**src/rtl/lsu_ctrl.sv**
```systemverilog
// -----------------------------------------------------------------------------
// lsu_ctrl -- memory-stage load/store sequencer
//
// Sits between the EXE/MEM pipeline register and the D-cache port. A load or
// store in MEM is checked for alignment, then issued to the D-cache with a
// request/ready handshake (and a valid handshake for load data). The pipeline
// is held via stall_MEM until the access finishes. Store data are replicated
// across byte lanes with matching write strobes. Load data are lane-shifted and
// sign/zero-extended. Misaligned accesses and D-cache response timeouts are
// reported with single-cycle pulses in the completion cycle.
//
// Ports
//   clk, rst              clock (rising edge), asynchronous active-high reset
//   opcode_EXE_MEM        opcode of the instruction in MEM (load/store decode)
//   funct3_EXE_MEM        access size / sign
//   addr_EXE_MEM          effective byte address
//   store_data_EXE_MEM    rs2 value, unshifted
//   Dcache_req/_write     access request, 1 = store
//   Dcache_addr           word address, bits [1:0] = 0
//   Dcache_wstrb          byte write enables (0 for loads)
//   Dcache_in             lane-replicated store data
//   Dcache_ready          request accepted this cycle
//   Dcache_valid          read data valid this cycle
//   Dcache_out            raw read word
//   load_data             aligned, extended load result (held until next capture)
//   load_data_valid       pulse: load completed successfully
//   stall_MEM             hold IF..MEM pipeline registers
//   misalign              pulse: misaligned access (no D-cache request made)
//   bus_err               pulse: D-cache response timed out
// -----------------------------------------------------------------------------
module lsu_ctrl #(
    parameter int unsigned TIMEOUT = 255
) (
    input  logic        clk,
    input  logic        rst,
    input  logic [6:0]  opcode_EXE_MEM,
    input  logic [2:0]  funct3_EXE_MEM,
    input  logic [31:0] addr_EXE_MEM,
    input  logic [31:0] store_data_EXE_MEM,
    output logic        Dcache_req,
    output logic        Dcache_write,
    output logic [31:0] Dcache_addr,
    output logic [3:0]  Dcache_wstrb,
    output logic [31:0] Dcache_in,
    input  logic        Dcache_ready,
    input  logic        Dcache_valid,
    input  logic [31:0] Dcache_out,
    output logic [31:0] load_data,
    output logic        load_data_valid,
    output logic        stall_MEM,
    output logic        misalign,
    output logic        bus_err
);

    localparam logic [6:0] OpLoad     = 7'b0000011;
    localparam logic [6:0] OpStore    = 7'b0100011;
    localparam logic [7:0] TimeoutCnt = 8'(TIMEOUT);

    typedef enum logic [1:0] {
        StIdle,
        StReq,
        StWait,
        StDone
    } state_e;

    state_e r_state;
    state_e w_state_next;

    // Latched access description, captured when leaving IDLE
    logic [29:0] r_waddr;
    logic [1:0]  r_off;
    logic [2:0]  r_funct3;
    logic        r_write;
    logic [3:0]  r_wstrb;
    logic [31:0] r_wdata;

    // WAIT-cycle counter and completion bookkeeping
    logic [7:0]  r_cnt;
    logic [31:0] r_load_data;
    logic        r_ld_ok;
    logic        r_mis;
    logic        r_berr;

    // Decode of the instruction currently in MEM
    logic        w_is_load;
    logic        w_is_store;
    logic        w_mem_op;
    logic [1:0]  w_off;
    logic        w_size_byte;
    logic        w_size_half;
    logic        w_size_word;
    logic        w_misalign;
    logic [3:0]  w_wstrb;
    logic [31:0] w_wdata;

    // Load return path
    logic [31:0] w_lane;
    logic [31:0] w_load_ext;
    logic [7:0]  w_cnt_inc;
    logic        w_timeout;

    // -------------------------------------------------------------------------
    // Request decode
    // -------------------------------------------------------------------------
    assign w_is_load  = (opcode_EXE_MEM == OpLoad);
    assign w_is_store = (opcode_EXE_MEM == OpStore);
    assign w_mem_op   = w_is_load | w_is_store;
    assign w_off      = addr_EXE_MEM[1:0];

    // funct3 100/101 are LBU/LHU for loads only; for stores they fall into the word class
    assign w_size_byte = (funct3_EXE_MEM == 3'b000) | (w_is_load & (funct3_EXE_MEM == 3'b100));
    assign w_size_half = (funct3_EXE_MEM == 3'b001) | (w_is_load & (funct3_EXE_MEM == 3'b101));
    assign w_size_word = ~w_size_byte & ~w_size_half;

    assign w_misalign = (w_size_half & w_off[0]) | (w_size_word & (w_off != 2'b00));

    always_comb begin
        w_wstrb = 4'b0000;
        w_wdata = store_data_EXE_MEM;
        if (w_is_store) begin
            unique case (funct3_EXE_MEM)
                3'b000: begin
                    w_wstrb = 4'b0001 << w_off;
                    w_wdata = {4{store_data_EXE_MEM[7:0]}};
                end
                3'b001: begin
                    w_wstrb = 4'b0011 << w_off;
                    w_wdata = {2{store_data_EXE_MEM[15:0]}};
                end
                default: begin
                    w_wstrb = 4'b1111;
                    w_wdata = store_data_EXE_MEM;
                end
            endcase
        end
    end

    // -------------------------------------------------------------------------
    // Load data alignment and extension
    // -------------------------------------------------------------------------
    assign w_lane = Dcache_out >> {r_off, 3'b000};

    always_comb begin
        unique case (r_funct3)
            3'b000:  w_load_ext = {{24{w_lane[7]}}, w_lane[7:0]};
            3'b001:  w_load_ext = {{16{w_lane[15]}}, w_lane[15:0]};
            3'b100:  w_load_ext = {24'h000000, w_lane[7:0]};
            3'b101:  w_load_ext = {16'h0000, w_lane[15:0]};
            default: w_load_ext = w_lane;
        endcase
    end

    // Counter holds the number of completed WAIT cycles; the incremented value
    // is compared so that exactly TIMEOUT cycles are spent in WAIT.
    assign w_cnt_inc = r_cnt + 8'd1;
    assign w_timeout = (w_cnt_inc == TimeoutCnt);

    // -------------------------------------------------------------------------
    // FSM: state register
    // -------------------------------------------------------------------------
    always_ff @(posedge clk or posedge rst) begin
        if (rst) begin
            r_state <= StIdle;
        end else begin
            r_state <= w_state_next;
        end
    end

    // -------------------------------------------------------------------------
    // FSM: next state
    // -------------------------------------------------------------------------
    always_comb begin
        w_state_next = r_state;
        unique case (r_state)
            StIdle: begin
                if (w_mem_op) begin
                    w_state_next = w_misalign ? StDone : StReq;
                end
            end
            StReq: begin
                if (Dcache_ready) begin
                    // Same-cycle ready+valid on a load skips WAIT entirely
                    w_state_next = (r_write || Dcache_valid) ? StDone : StWait;
                end
            end
            StWait: begin
                if (Dcache_valid || w_timeout) begin
                    w_state_next = StDone;
                end
            end
            StDone: begin
                w_state_next = StIdle;
            end
            default: begin
                w_state_next = StIdle;
            end
        endcase
    end

    // -------------------------------------------------------------------------
    // FSM: outputs
    // -------------------------------------------------------------------------
    always_comb begin
        Dcache_req      = 1'b0;
        Dcache_write    = 1'b0;
        Dcache_wstrb    = 4'b0000;
        stall_MEM       = 1'b0;
        load_data_valid = 1'b0;
        misalign        = 1'b0;
        bus_err         = 1'b0;
        unique case (r_state)
            StIdle: begin
                // Gated with rst so that every output drops during reset even
                // though this term is combinational on the pipeline inputs.
                stall_MEM = w_mem_op & ~rst;
            end
            StReq: begin
                Dcache_req   = 1'b1;
                Dcache_write = r_write;
                Dcache_wstrb = r_wstrb;
                stall_MEM    = 1'b1;
            end
            StWait: begin
                stall_MEM = 1'b1;
            end
            StDone: begin
                load_data_valid = r_ld_ok;
                misalign        = r_mis;
                bus_err         = r_berr;
            end
            default: begin
                stall_MEM = 1'b0;
            end
        endcase
    end

    assign Dcache_addr = {r_waddr, 2'b00};
    assign Dcache_in   = r_wdata;
    assign load_data   = r_load_data;

    // -------------------------------------------------------------------------
    // Datapath registers
    // -------------------------------------------------------------------------
    always_ff @(posedge clk or posedge rst) begin
        if (rst) begin
            r_waddr     <= '0;
            r_off       <= '0;
            r_funct3    <= '0;
            r_write     <= 1'b0;
            r_wstrb     <= '0;
            r_wdata     <= '0;
            r_cnt       <= '0;
            r_load_data <= '0;
            r_ld_ok     <= 1'b0;
            r_mis       <= 1'b0;
            r_berr      <= 1'b0;
        end else begin
            unique case (r_state)
                StIdle: begin
                    if (w_mem_op) begin
                        r_mis   <= w_misalign;
                        r_ld_ok <= 1'b0;
                        r_berr  <= 1'b0;
                        // A misaligned access never reaches the D-cache, so the
                        // port registers keep their previous contents.
                        if (!w_misalign) begin
                            r_waddr  <= addr_EXE_MEM[31:2];
                            r_off    <= w_off;
                            r_funct3 <= funct3_EXE_MEM;
                            r_write  <= w_is_store;
                            r_wstrb  <= w_wstrb;
                            r_wdata  <= w_wdata;
                        end
                    end
                end
                StReq: begin
                    if (Dcache_ready) begin
                        r_cnt <= '0;
                        if (!r_write && Dcache_valid) begin
                            r_load_data <= w_load_ext;
                            r_ld_ok     <= 1'b1;
                        end
                    end
                end
                StWait: begin
                    r_cnt <= w_cnt_inc;
                    if (Dcache_valid) begin
                        r_load_data <= w_load_ext;
                        r_ld_ok     <= 1'b1;
                    end else if (w_timeout) begin
                        r_load_data <= '0;
                        r_berr      <= 1'b1;
                    end
                end
                default: begin
                    r_cnt <= r_cnt;
                end
            endcase
        end
    end

endmodule

```
**config.mk**
```make
export PLATFORM = sky130hd
export DESIGN_NAME = lsu_ctrl
export DESIGN_NICKNAME = d
export VERILOG_FILES = /design/src/rtl/lsu_ctrl.sv
export SDC_FILE = /design/constraint.sdc
export NUM_CORES = 1
export LEC_CHECK = 0
export ABC_AREA = 0
export CAP_MARGIN = 0
export CORE_ASPECT_RATIO = 0.6
export CORE_MARGIN = 3
export CORE_UTILIZATION = 46
export CTS_BUF_LIST = sky130_fd_sc_hd__clkbuf_4 sky130_fd_sc_hd__clkbuf_8
export CTS_CLUSTER_SIZE = 8
export DETAILED_ROUTE_END_ITERATION = 7
export HOLD_SLACK_MARGIN = 0.02
export PLACE_DENSITY = 0.82
export SYNTH_ARGS = -nofsm -noshare
export SYNTH_HDL_FRONTEND = slang
export SYNTH_SLANG_ARGS = --single-unit
```
**constraint.sdc**
```tcl
create_clock -name clk -period 5.14 [get_ports clk]
set_clock_uncertainty 0.05 [all_clocks]
set_input_delay 0.771 -clock clk [delete_from_list [all_inputs] [get_ports clk]]
set_output_delay 0.771 -clock clk [all_outputs]
set_load 0.02 [all_outputs]
```
Word-level counts from Yosys, hierarchy flattened
Cells that the tools add are included.
Widths: inputs -> output; s select.
{"block": "classes", "mux": 33, "shifts": 3, "n_eq_ne": 20, "n_reduce_logical": 19, "addsub": 1, "n_bitwise": 14}
{"cell": "$mux 32", "count": 5}
{"cell": "$pmux 32 s2", "count": 2}
{"cell": "$pmux 32 s4", "count": 1}
{"cell": "$shr 32x5->32", "count": 1}
{"cell": "$pmux 8 s2", "count": 1}
{"cell": "$ne 2x2->1 const B", "count": 7}
{"cell": "$eq 3x3->1 const B", "count": 4}
{"cell": "$mux 1", "count": 12}
{"cell": "$add 8x1->8 const B", "count": 1}
{"cell": "$eq 8x8->1 const B", "count": 1}
{"cell": "$mux 2", "count": 4}
{"cell": "$mux 4", "count": 2}
{"cell": "$mux 8", "count": 1}
{"cell": "$pmux 2 s4", "count": 1}
{"cell": "$pmux 4 s2", "count": 1}
{"cell": "$reduce_and 4->1", "count": 2}
{"cell": "$eq 7x2->1 const B", "count": 1}
{"cell": "$eq 7x6->1 const B", "count": 1}
{"cell": "$and 1x1->1", "count": 6}
{"cell": "$eq 3x1->1 const B", "count": 2}
{"cell": "$logic_not 3->1", "count": 2}
{"cell": "$reduce_and 3->1", "count": 2}
{"cell": "$reduce_bool 2->1", "count": 3}
{"cell": "$reduce_and 5->1", "count": 1}
{"cell": "other kinds (16)", "count": 26}
{"block": "totals", "output_inout_bits": 106, "reg_bits": 117}

Depth between registers and ports, before layout
Gate-level depths: netlist (run 1).
{"block": "logic_depth", "depth_word": 10, "mapped_depth": 10, "depth_no_buf": 7}

Worst setup path before layout (run 1)
No wires, ideal clock.
{"block": "synth_path", "path_type": "input to output", "from": "in opcode_EXE_MEM[2]", "to": "out stall_MEM", "arrival_time_ns": 1.621, "path_stages": 5, "setup_slack_ns": 2.698, "t_required_ns": 4.319, "n_path_buf": 0, "path_cell_list": "and4bb_2 -> nand3_1 -> nor2_1 -> nor2_1 -> nor2_1"}
{"block": "synth_via", "elab_chain_len": 4}
{"element": "start: declaration", "line_no": "36", "rtl": "input logic [6:0] opcode_EXE_MEM,"}
{"element": "$eq 7x2->1 / $eq 7x6->1 (equally long branches)", "line_no": "105, 106"}
{"element": "$or 1x1->1 (*)", "line_no": "107", "rtl": "assign w_mem_op = w_is_load | w_is_store;"}
{"element": "$and 1x1->1 (*)", "line_no": "215", "rtl": "stall_MEM = w_mem_op & ~rst;"}
{"element": "$pmux 1 s2 (*)", "line_no": "211", "rtl": "unique case (r_state)"}
{"element": "end: declaration", "line_no": "50", "rtl": "output logic stall_MEM,"}
Mark *: on every way between the ends. The rest lies on a longest branch, timed or not.

Worst setup path in the final report (run 1)
Ends and elaborated chain as after synthesis.

==> impl_metrics.csv, run 1 <==
group,metric,value,unit
hold_path,hp-start,"r_wstrb[0]",
yosys,synthDistinctLibCells,51,
sta,fmax,294.0,MHz
route,drt_iter0_markers,291,
grt,grt_usage,23.70,%
route,routed_wl,16950,µm
setup_path,r2r_cells,5,
yosys,synth-seq-area-share,49.40,%
yosys,ys_ff_latch,117,
yosys,async_reset_ff_share,100.0,%
sta,drv_slew,0,
floorplan,die_h,93.93,µm
hold_path,hold_path_end,"r_wstrb[0]",
floorplan,dieArea,14330,µm²
grt,antenna_found_initial,0,
route,wl_per_cell,18.37,µm
sta,final.period_utilization,66.16,%
yosys,syn_inst,548,
power_and_ir_drop,p_total,0.003783,W
yosys,netlist_top_cells_area,"dfrtp_1 49%, mux2_2 11%, mux2i_1 7.8%, a21oi_1 3.9%, o2bb2ai_1 3.5%",
route,first_pass_iters,5,
clocking,clock-sinks,117,
floorplan,initial_core_util,48.05,%
floorplan,core,12330,µm²
route,viasPerCell,5.521,
cells_and_area,final_nets,862,
yosys,netlist.area_leader.share,49.40,%
route,vias,5096,
clocking,postCtsHoldBufs,0,
cells_and_area,syn2layout_area_growth,44.06,%
setup_path,critical_path_required,4320,ps
grt,grt_overflow_total,0,
cells_and_area,seq_area,2928,µm²
clocking,cts_tree,"built",
placed_design,portBuffers,213,
sta,setup_viol,0,
hold_path,hold_depth,2,
power_and_ir_drop,ir_drop,0.2485,mV
setup_path,crit_buf_inv,2,
clocking,ctsResizeCount,0,
cells_and_area,diodes,0,
cells_and_area,drive_gt1_share,13.59,%
setup_path,r2r_setup_slack,2210,ps
grt,grt_max_degree,85,
route,drc,0,
clocking,cts_setup_buffers,0,
power_and_ir_drop,powerDensity,443.0,nW/µm²
route,ant_nets,0,
setup_path,path_cells,"clkdlybuf4s50_1 > and4bb_2 > nand3_1 > nor2_1 > nor2_1 > nor2_1 > clkdlybuf4s50_1",
setup_path,crit_type,"in2out",
grt,grt_pass1_wl,27110,µm
sta,rsz0062_at_grt,"no",
setup_path,endpoint_kind,"output pin",
yosys,synth_edf_count,0,
setup_path,slowest_delay,620,ps
setup_path,slowest_stage,"clkdlybuf4s50_1",
placed_design,placedCellCount,891,
clocking,clk_pin_slew,70,ps
setup_path,reg2reg_from,"r_off[0]",
clocking,clockBufferDepth,2,
sta,hold_viol,0,
run_status,status,"complete, no violations",
floorplan,ios,216,
job,max_cap_viol_count,0,
sta,min_period,3401,ps
floorplan,die_x,152.5,µm
grt,first_global_vias,5173,
yosys,synth_ff_type,"dfrtp_1",
yosys,syn_area_per_cell,10.82,µm²
yosys,synth.largest_area_cell,"dfrtp_1",
placed_design,place_congestion,0.8992,
sta,relSlewSlack,17.73,%
cells_and_area,multi_input_area,2736,µm²
clocking,cts_root_buf,"clkbuf_8",
setup_path,r2r_end,"load_data[9]",
cells_and_area,layoutNonFillerInstCount,923,
clocking,clock_latency,430,ps
clocking,cts_max_level,4,
hold_path,hold_path_class,"reg2reg",
setup_path,cpMostUsedCell,"nor2_1",
setup_path,critPathArrivalTime,2580,ps
setup_path,cp_max_fo,4,
floorplan,rows,31,
power_and_ir_drop,p_leak,3.805,nW
clocking,cts_buffers,17,
setup_path,cp_top_family,"buffers and inverters",
yosys,synth_warnings,0,
cells_and_area,nFillCells,917,
sta,worst_pin_slew,1234,ps
setup_path,critPathLaunchType,"input port",
sta,fin_tns_setup,0,ps
yosys,netlist_area,5927,µm²
placed_design,place_hpwl,12380,µm
layout by cell type (no fill, tap or decap), types with 2 or more instances in the layout:
cell type / instances
inv_1: 11
clkinv_4: 7
a22o_1: 8
nand3_1: 5
o21ai_1: 7
buf_4: 3
dfrtp_1: 117
clkbuf_8: 17
nand2_1: 48
o22ai_1: 2
and2_1: 8
mux2i_1: 46
o31ai_1: 3
o21ai_0: 35
nor3_1: 5
conb_1: 2
or4_1: 2
nand4_1: 4
clkdlybuf4s50_1: 213
o2bb2ai_1: 24
nand2b_1: 5
a21o_1: 6
nor2b_1: 6
mux2_2: 57
nor2_1: 31
ha_1: 7
a21oi_1: 46
clkinvlp_4: 2
xor2_1: 2
bufinv_16: 5
cell type report:
| type | instances | area share (%) |
|---|---|---|
| sequential | 117 | 34.29 |
| multi-input combinational | 381 | 32.05 |
| timing repair buffer | 216 | 25.23 |
| clock buffer | 17 | 2.740 |
| clock inverter | 15 | 2.711 |
| tap | 165 | 2.418 |
| inverter | 12 | 0.5569 |
power by group:
| group | internal, W | switching, W |
|---|---|---|
| Clock | 0.000581 | 0.000405 |
| Sequential | 0.00113 | 0.000170 |
| Combinational | 0.000711 | 0.000787 |
| Total | 0.00242 | 0.00136 |
cells in the mapped netlist, drive strengths merged, types with 2 or more instances:
| cell type | number |
|---|---|
| nor2b | 6 |
| nand3 | 6 |
| clkbuf | 16 |
| o211ai | 2 |
| nand2 | 48 |
| o31ai | 3 |
| nor2 | 32 |
| and2 | 8 |
| o22ai | 2 |
| o2bb2ai | 24 |
| nor3 | 5 |
| nand2b | 5 |
| mux2 | 57 |
| a22o | 8 |
| or2 | 2 |
| a211oi | 2 |
| nand4 | 5 |
| mux2i | 46 |
| inv | 12 |
| a21o | 6 |
| buf | 23 |
| xor2 | 2 |
| dfrtp | 117 |
| a21oi | 46 |
| or4 | 3 |
| ha | 7 |
| o21ai | 43 |
logic make-up after synthesis:
kind of cell | count (synthesis) | share of synthesized area, %
other | 1 | 0.06327
AOI/OAI and AO/OA | 140 | 14.93
buffers and inverters | 51 | 4.602
and+or+nand+nor | 127 | 10.64
muxes | 103 | 18.60
DFF | 117 | 49.40
adders and majority gates | 7 | 1.478
xor gates and xnor gates | 2 | 0.2956
layer usage:
metal	part of all wire (%)	global-route usage, %
met2	45	36.34
met1	45	32.55
met4	0.93	6.004
met3	9.2	8.191
met5	0	0
registers in the layout (all words and copies together) (netlist names):
name and cells:
r_off 2, Dcache_in 32, r_write 1, r_waddr 30, load_data 32, r_wstrb 4
r_mis 1, r_state 2, r_berr 1, r_cnt 8, r_funct3 3, r_ld_ok 1
per-stage QoR:
step / cell area (µm²) / hold WS, ps / utilization [%] / setup slack (ps)
final: 8538 / 422.7 / 69.22 / 1739
after floorplan: 5931 / 390.2 / - / 1218
after global routing: 8538 / 455.7 / 69.22 / 1664
after detailed placement: 8073 / 407.2 / 65.45 / 1558
after global placement: 8073 / 404.3 / 65.45 / 1695
after CTS: 8538 / 423.3 / 69.22 / 1769
worst max path at each step:
stage / from / endpoint / slack (ps) / depth (start not counted)
after floorplan: rst / Dcache_in[0] / 1220 / 1
final: opcode_EXE_MEM[2] / stall_MEM / 1740 / 7
after global placement: funct3_EXE_MEM[0] / Dcache_in[22] / 1700 / 6
after detailed placement: funct3_EXE_MEM[0] / Dcache_in[26] / 1560 / 6
after CTS: opcode_EXE_MEM[2] / stall_MEM / 1770 / 7
after global routing: opcode_EXE_MEM[2] / stall_MEM / 1660 / 7
worst min-delay path: stages (launching register included):
cell	delay [ps]
dfrtp_1	340
nand2_1	50
o31ai_1	50
No activity file was read; power rests on OpenSTA's default activity.
==> run 2: changes to the inputs <==
--- a/config.mk
+++ b/config.mk
@@ -9,12 +9,12 @@
 export CAP_MARGIN = 0
 export CORE_ASPECT_RATIO = 0.6
 export CORE_MARGIN = 3
-export CORE_UTILIZATION = 46
+export CORE_UTILIZATION = 42
 export CTS_BUF_LIST = sky130_fd_sc_hd__clkbuf_4 sky130_fd_sc_hd__clkbuf_8
 export CTS_CLUSTER_SIZE = 8
 export DETAILED_ROUTE_END_ITERATION = 7
 export HOLD_SLACK_MARGIN = 0.02
-export PLACE_DENSITY = 0.82
+export PLACE_DENSITY = 0.79
 export SYNTH_ARGS = -nofsm -noshare
 export SYNTH_HDL_FRONTEND = slang
 export SYNTH_SLANG_ARGS = --single-unit
==> constraint.sdc (replaced) <==
create_clock -name clk -period 2.92 [get_ports clk]
set_clock_uncertainty 0.05 [all_clocks]
set_input_delay 0.438 -clock clk [delete_from_list [all_inputs] [get_ports clk]]
set_output_delay 0.438 -clock clk [all_outputs]
set_load 0.02 [all_outputs]
==> run 2 against run 1 <==
Compared with the run above: core utilization fell by 4.3 points; die area rose by 9.0%; sequential power rose by 73%; count of clock-buffer cells in the layout rose by 3; worst setup slack got worse by 1600 ps; via count fell by 1.3%; final area rose by 1.1%; hold slack improved by 5.5 ps.
==> impl_metrics.csv, run 2 (same netlist as run 1, synthesis figures left out) <==
group,metric,value,unit
run_status,status,"complete, no violations",
setup_path,cp_top_family,"buffers and inverters",
route,vias,5030,
clocking,cts_tree,"built",
sta,setup_viol,0,
cells_and_area,nFillCells,1051,
setup_path,endpoint_kind,"output pin",
power_and_ir_drop,ir_drop,0.4328,mV
setup_path,r2r_end,"load_data[17]",
setup_path,crit_buf_inv,2,
setup_path,r2r_setup_slack,550,ps
route,ant_nets,0,
floorplan,ios,216,
setup_path,cp_max_fo,13,
sta,rsz0062_at_grt,"no",
clocking,cts_root_buf,"clkbuf_8",
job,max_cap_viol_count,0,
sta,hold_viol,0,
grt,grt_overflow_total,0,
sta,fin_tns_setup,0,ps
placed_design,place_hpwl,12440,µm
setup_path,reg2reg_from,"r_cnt[0]",
cells_and_area,layoutNonFillerInstCount,951,
setup_path,crit_type,"reg2out",
cells_and_area,seq_area,2928,µm²
cells_and_area,diodes,0,
setup_path,r2r_cells,6,
floorplan,initial_core_util,44.59,%
setup_path,slowest_delay,630,ps
floorplan,die_x,159.4,µm
floorplan,rows,32,
placed_design,placedCellCount,920,
setup_path,critPathLaunchType,"register",
sta,relSlewSlack,31.31,%
sta,final.period_utilization,94.36,%
clocking,cts_buffers,17,
setup_path,critical_path_required,2430,ps
route,viasPerCell,5.289,
clocking,clk_pin_slew,60,ps
cells_and_area,multi_input_area,2739,µm²
clocking,clockBufferDepth,2,
clocking,clock_latency,410,ps
power_and_ir_drop,powerDensity,766.5,nW/µm²
route,drt_iter0_markers,362,
clocking,clock-sinks,117,
cells_and_area,final_core_util,64.95,%
sta,drv_slew,0,
sta,worst_pin_slew,1030,ps
grt,grt_max_degree,118,
clocking,postCtsHoldBufs,0,
route,routed_wl,16720,µm
setup_path,worstSetupEndpoint,"Dcache_wstrb[3]",
route,first_pass_iters,6,
cells_and_area,final_cell_mix,"212 x clkdlybuf4s50_1, 117 x dfrtp_1, 57 x mux2_2, 48 x nand2_1",
cells_and_area,drive_gt1_share,14.40,%
cells_and_area,syn2layout_area_growth,45.66,%
floorplan,die_h,98.02,µm
placed_design,portBuffers,213,
cells_and_area,final_common_cell,"clkdlybuf4s50_1",
floorplan,core,13290,µm²
grt,grt_usage,21.59,%
placed_design,place_congestion,0.8827,
grt,grt_pass1_wl,27190,µm
grt,first_global_vias,5120,
setup_path,critPathArrivalTime,2270,ps
grt,antenna_found_initial,0,
setup_path,cp.depth,4,
cells_and_area,final_nets,869,
floorplan,dieArea,15620,µm²
sta,min_period,2755,ps
route,drc,0,
sta,fmax,362.9,MHz
sta,hold_slack,428.2,ps
setup_path,path_cells,"inv_1 > ha_1 > and2_1 > clkdlybuf4s50_1",
clocking,cts_max_level,4,
power_and_ir_drop,p_leak,3.865,nW
setup_path,slowest_stage,"clkdlybuf4s50_1",
route,wl_per_cell,17.58,µm
setup_path,cp-startpoint,"r_state[1]",
hold_path,hold_path_class,"reg2reg",
## run 2: how the worst min path moves through the flow
| stage | from | depth (start not counted) | end |
|---|---|---|---|
| finish | r_wstrb[2] | 2 | r_wstrb[2] |
| global route | load_data[6] | 1 | load_data[6] |
| global placement | r_wstrb[0] | 2 | r_wstrb[0] |
| CTS | r_wstrb[2] | 2 | r_wstrb[2] |
| floorplan | r_wstrb[0] | 2 | r_wstrb[0] |
| detailed placement | r_wstrb[2] | 2 | r_wstrb[2] |
## run 2: final cells by class
type	instances	area share (%)
Clock buffer	20	3.116
Clock inverter	11	2.087
Inverter	12	0.5652
Multi-Input combinational cell	381	31.72
Sequential cell	117	33.91
Tap cell	187	2.710
Timing Repair Buffer	223	25.88
## run 2: worst register-to-register path, delay by kind of cell (launching register included)
family | cells | cell delay [ps]
AOI/OAI and AO/OA | 1 | 140
adders and majority gates | 1 | 330
buffers and inverters | 1 | 300
DFF | 1 | 460
and+or+nand+nor | 3 | 940
## run 2: repair_timing
item / in CTS / in global routing
setup buffers: 0 / 0
endpoints found under the setup margin: 0 / 1
gates resized for setup: 0 / 2
## run 2: report_power, final
part / switching [W] / internal, W / leakage [nW]
registers: 0.000265 / 0.00199 / 1.56
logic: 0.00139 / 0.00127 / 2.07
clock network: 0.000643 / 0.00106 / 0.235
total: 0.00230 / 0.00432 / 3.87
## run 2: per-stage QoR
step / power [W] / setup slack (ps) / cell area, µm²
4_1_cts: 0.006680 / 52.63 / 8628
6_report: 0.006617 / 164.6 / 8633
2_1_floorplan: 0.003788 / 889.8 / 5934
5_1_grt: 0.006989 / 27.57 / 8633
3_3_place_gp: 0.004874 / 239.7 / 8179
3_5_place_dp: 0.004945 / 230.8 / 8179
## run 2: routing by layer
layer	global-route usage (%)	wire, µm	part of all wire (%)
met5	0	0	0
met3	6.783	1482	8.9
met1	29.16	7497	45
met4	4.976	136	0.81
met2	34.32	7607	45
==> run 3: changes to the inputs <==
--- a/config.mk
+++ b/config.mk
@@ -14,7 +14,8 @@
 export CTS_CLUSTER_SIZE = 8
 export DETAILED_ROUTE_END_ITERATION = 7
 export HOLD_SLACK_MARGIN = 0.02
-export PLACE_DENSITY = 0.79
+export PLACE_DENSITY = 0.86
+export SKIP_CTS_REPAIR_TIMING = 1
 export SYNTH_ARGS = -nofsm -noshare
 export SYNTH_HDL_FRONTEND = slang
 export SYNTH_SLANG_ARGS = --single-unit
==> run 3 against run 2 <==
Compared with the run above: flip-flop and latch count stayed put; maximum frequency is 2.1% higher; core utilization is 0.48 points higher; via count is 2.8% higher; sequential power hardly changed.
==> impl_metrics.csv, run 3 (same netlist as run 1, synthesis figures left out) <==
group,metric,value,unit
placed_design,place_congestion,0.9312,
power_and_ir_drop,power.share.sequential,33.7,%
clocking,clock_latency,410,ps
cells_and_area,nFillCells,1034,
setup_path,crit_type,"reg2out",
floorplan,initial_core_util,44.59,%
setup_path,r2r_cells,6,
route,wl_per_cell,18.15,µm
sta,final.period_utilization,92.41,%
floorplan,core,13290,µm²
sta,setup_viol,0,
power_and_ir_drop,intPower,0.004309,W
route,drc,0,
cells_and_area,seq_area,2928,µm²
route,first_pass_iters,5,
setup_path,slowest_stage,"clkdlybuf4s50_1",
job,max_cap_viol_count,0,
hold_path,hold_depth,2,
grt,antenna_found_initial,0,
cells_and_area,syn2layout_area_growth,46.74,%
power_and_ir_drop,ir_drop,0.3474,mV
sta,worst_pin_slew,943.7,ps
floorplan,ios,216,
sta,drv_slew,0,
clocking,cts_max_level,4,
power_and_ir_drop,switching_power,0.002395,W
placed_design,portBuffers,213,
hold_path,hp-start,"r_wstrb[2]",
hold_path,hold_path_class,"reg2reg",
setup_path,r2r_setup_slack,470,ps
clocking,cts_buffers,17,
setup_path,cp_top_family,"buffers and inverters",
route,ant_nets,0,
power_and_ir_drop,p_comb_share,40.2,%
cells_and_area,diodes,0,
run_status,status,"complete, no violations",
grt,grt_usage,22.01,%
clocking,cts_root_buf,"clkbuf_8",
setup_path,endpoint_kind,"output pin",
clocking,clockBufferDepth,2,
power_and_ir_drop,p_total,0.006704,W
setup_path,path_cells,"inv_1 > ha_1 > and2_1 > clkdlybuf4s50_1",
route,vias,5171,
cells_and_area,layoutNonFillerInstCount,957,
floorplan,rows,32,
setup_path,r2r_end,"load_data[4]",
setup_path,crit_buf_inv,2,
sta,hold_viol,0,
cells_and_area,multi_input_area,2735,µm²
route,drt_iter0_markers,288,
floorplan,die_h,98.02,µm
floorplan,die_x,159.4,µm
cells_and_area,final_nets,874,
placed_design,place_hpwl,13190,µm
cells_and_area,drive_gt1_share,14.94,%
floorplan,dieArea,15620,µm²
setup_path,critical_path_required,2430,ps
power_and_ir_drop,powerDensity,770.9,nW/µm²
clocking,cts_tree,"built",
cells_and_area,final_cell_mix,"212 x clkdlybuf4s50_1, 117 x dfrtp_1, 57 x mux2_2, 48 x nand2_1",
power_and_ir_drop,p_clk_share,26.0,%
setup_path,critPathLaunchType,"register",
setup_path,slowest_delay,610,ps
power_and_ir_drop,netSwitchingFraction,35.73,%
cells_and_area,final_common_cell,"clkdlybuf4s50_1",
power_and_ir_drop,p_leak,3.884,nW
setup_path,reg2reg_from,"r_cnt[0]",
sta,fmax,370.6,MHz
sta,rsz0062_at_grt,"no",
grt,grt_max_degree,46,
setup_path,critPathArrivalTime,2210,ps
clocking,clock-sinks,117,
hold_path,hold_path_end,"r_wstrb[2]",
route,routed_wl,17370,µm
sta,min_period,2698,ps
setup_path,cp_max_fo,13,
grt,grt_pass1_wl,27880,µm
grt,grt_overflow_total,0,
placed_design,placedCellCount,925,
clocking,clk_pin_slew,70,ps
sta,relSlewSlack,36.55,%
route,viasPerCell,5.403,
grt,first_global_vias,5243,
## run 3: changes by cell type in the layout (fill, tap and decap cells not counted), sizes merged
cell	previous run	this run
clkinv	6	3
inv	11	14
buf	10	15
clkbuf	20	18
clkinvlp	1	4
## run 3: stage by stage
step / setup WS, ps / area (µm²) / hold slack (ps) / util (%) / TNS, ps
after floorplan: 889.8 / 5934 / 390.2 / - / 0
after global placement: 221.4 / 8225 / 409.1 / 61.88 / 0
after detailed placement: 202.0 / 8225 / 416.4 / 61.88 / 0
after global routing: 76.01 / 8697 / 461.0 / 65.43 / 0
final: 221.6 / 8697 / 426.2 / 65.43 / 0
after CTS: -11.07 / 8692 / 430.3 / 65.39 / -11.07
## run 3: layout make-up
| cell class | count | share of cell area [%] |
|---|---|---|
| well taps | 187 | 2.690 |
| clock inverters | 14 | 2.590 |
| flip-flops and latches | 117 | 33.66 |
| repair buffers | 228 | 26.27 |
| inverters | 12 | 0.5611 |
| clock buffers | 18 | 2.777 |
| multi-input cells | 381 | 31.45 |
## run 3: power groups by stage
stage	Clock, W	Sequential (W)	Combinational (W)
CTS	0.00178	0.00225	0.00270
global placement	0	0.00226	0.00263
floorplan	0	0.00258	0.00121
finish	0.00175	0.00226	0.00270
global route	0.00186	0.00230	0.00290
detailed placement	0	0.00228	0.00269
## run 3: tightest hold or removal path, cell delays in order (launching register included)
cell     delay, ps
dfrtp_1        340
nand2_1         50
o31ai_1         50
## run 3: how the worst max path moves through the flow
stage,from,end,slack [ps],cells past startpoint
floorplan,r_cnt[0],load_data[0],890,7
global placement,opcode_EXE_MEM[3],stall_MEM,220,7
detailed placement,opcode_EXE_MEM[3],stall_MEM,200,7
CTS,r_state[0],stall_MEM,-10,7
global route,r_state[1],Dcache_write,80,5
finish,r_state[1],Dcache_wstrb[3],220,4
## run 3: layer usage
layer / vias to the layer above / global-route usage (%) / wire length (µm)
li1: 2381 / - / -
met1: 2533 / 28.39 / 7427
met2: 233 / 35.11 / 8040
met3: 24 / 8.224 / 1661
met4: 0 / 6.120 / 238
met5: - / 0 / 0
==> RTL change: new RTL, settings of run 3 <==
Make the reset (`rst`) synchronous in 2 clocked blocks. Comments in the files are not updated.
--- a/src/rtl/lsu_ctrl.sv
+++ b/src/rtl/lsu_ctrl.sv
@@ -160,3 +160,3 @@
     // -------------------------------------------------------------------------
-    always_ff @(posedge clk or posedge rst) begin
+    always_ff @(posedge clk) begin
         if (rst) begin
@@ -243,3 +243,3 @@
     // -------------------------------------------------------------------------
-    always_ff @(posedge clk or posedge rst) begin
+    always_ff @(posedge clk) begin
         if (rst) begin
Function: differs if rst is asserted again (counterexample within 4 cycles, from zero or initial values and one cycle with rst high); with rst held inactive, the same outputs for 4 cycles.
==> RTL change against run 3 <==
Global-route usage rose by 1.1 points; cell count rose by 10%; routed wire length rose by 2.8%; sequential cell count did not move; power fell by 30%; utilization fell by 1.3 points; worst setup slack got worse by 47 ps; sequential power fell by 19%; synthesized area fell by 4.9%; worst hold slack got worse by 120 ps; cell area fell by 4.3%.
==> RTL change: results <==
[synth]
synth_xor_area_share_pct = 0
synth-compound-area-share_pct = 23.6
muxShareOfSynthArea_pct = 7.88
synthArstFlopShare_pct = 0
synth_common_cells = "143 x nand2_1, 117 x dfxtp_1, 77 x a21oi_1"
synth.yosys.seq_area_share_pct = 41.6
syn_avg_cell_area_um2 = 8.41
ys.flop_type = "dfxtp_1"
yosys-top-cells-area = "dfxtp_1 42%, nand2_1 9.5%, a21oi_1 6.8%, mux2i_1 5.7%, a221oi_2 2.7%"
yosys.area_share.adder_pct = 1.55
synth_cell_type_count = 63

[drt]
met3_length_um = 1860
wl_per_cell_um = 16.9
met1_length_um = 7960
vias = 5604
drt_iter0_drc = 404
first_pass_iters = 5
met2WireLength_um = 7820

[critical_path]
rrSetupSlack_ps = 330
crit_arrival_ps = 2260
rr_worst_depth = 8
r2r_start = "r_cnt[0]"
critPathLaunch = "opcode_EXE_MEM[2]"
r2r_end = "load_data[21]"
path_max_fanout = 4
cpPeakStageDelay_ps = 630
endpoint = "stall_MEM"

[timing]
worst_pin_slew_ps = 649

[finish]
nNetsFinal = 991
n_fill_cell = 1098
drive_above_1_share_pct = 11.5

[grt]
grt_max_degree = 55
use_met1_pct = 31.3
met2_usage_pct = 34.9
grt_pass1_vias = 5264
grtUsageTotal_pct = 23.1
grt_pass1_wl_um = 27300

[hold_path]
hold_path_class = "input pin to flop"
hold_end = "load_data[30]"
worstHoldStart = "rst"

[pwr]
p_leak_nw = 2.85
power.density_nw_per_um2 = 566

[place]
place_area_um2 = 7920
dp_hpwl_um = 13300
dp.cells = 1021
numPortBuffers = 213

[outcome]
status = "complete, no violations"
==> RTL change: cell count changes after synthesis, sizes merged, moves of 14 or more <==
cell | before | now
o211ai | 2 | 18
mux2i | 46 | 32
nand2 | 48 | 144
dfxtp | 0 | 117
dfrtp | 117 | 0
o21ai | 43 | 25
a221oi | 0 | 16
a21oi | 46 | 77
o2bb2ai | 24 | 1
mux2 | 57 | 11
clkbuf | 16 | 31
==> RTL change: final cells by class <==
cell class                 count  share of cell area [%]
multi-input combinational    475                    35.4
timing repair buffer         238                    28.5
sequential                   117                    28.2
clock buffer                  19                    3.07
tap                          170                    2.56
clock inverter                12                    1.28
inverter                      25                    1.13
==> RTL change: power by group <==
part           internal [W]  switching (W)
Sequential          0.00174       0.000102
Clock              0.000698       0.000689
Combinational      0.000717       0.000765
Total               0.00315        0.00156
==> RTL change: stage by stage <==
stage	worst slack (ps)	hold slack, ps
2_1_floorplan	629	382
3_3_place_gp	217	387
3_5_place_dp	164	396
4_1_cts	186	281
5_1_grt	8.20	301
6_report	175	309
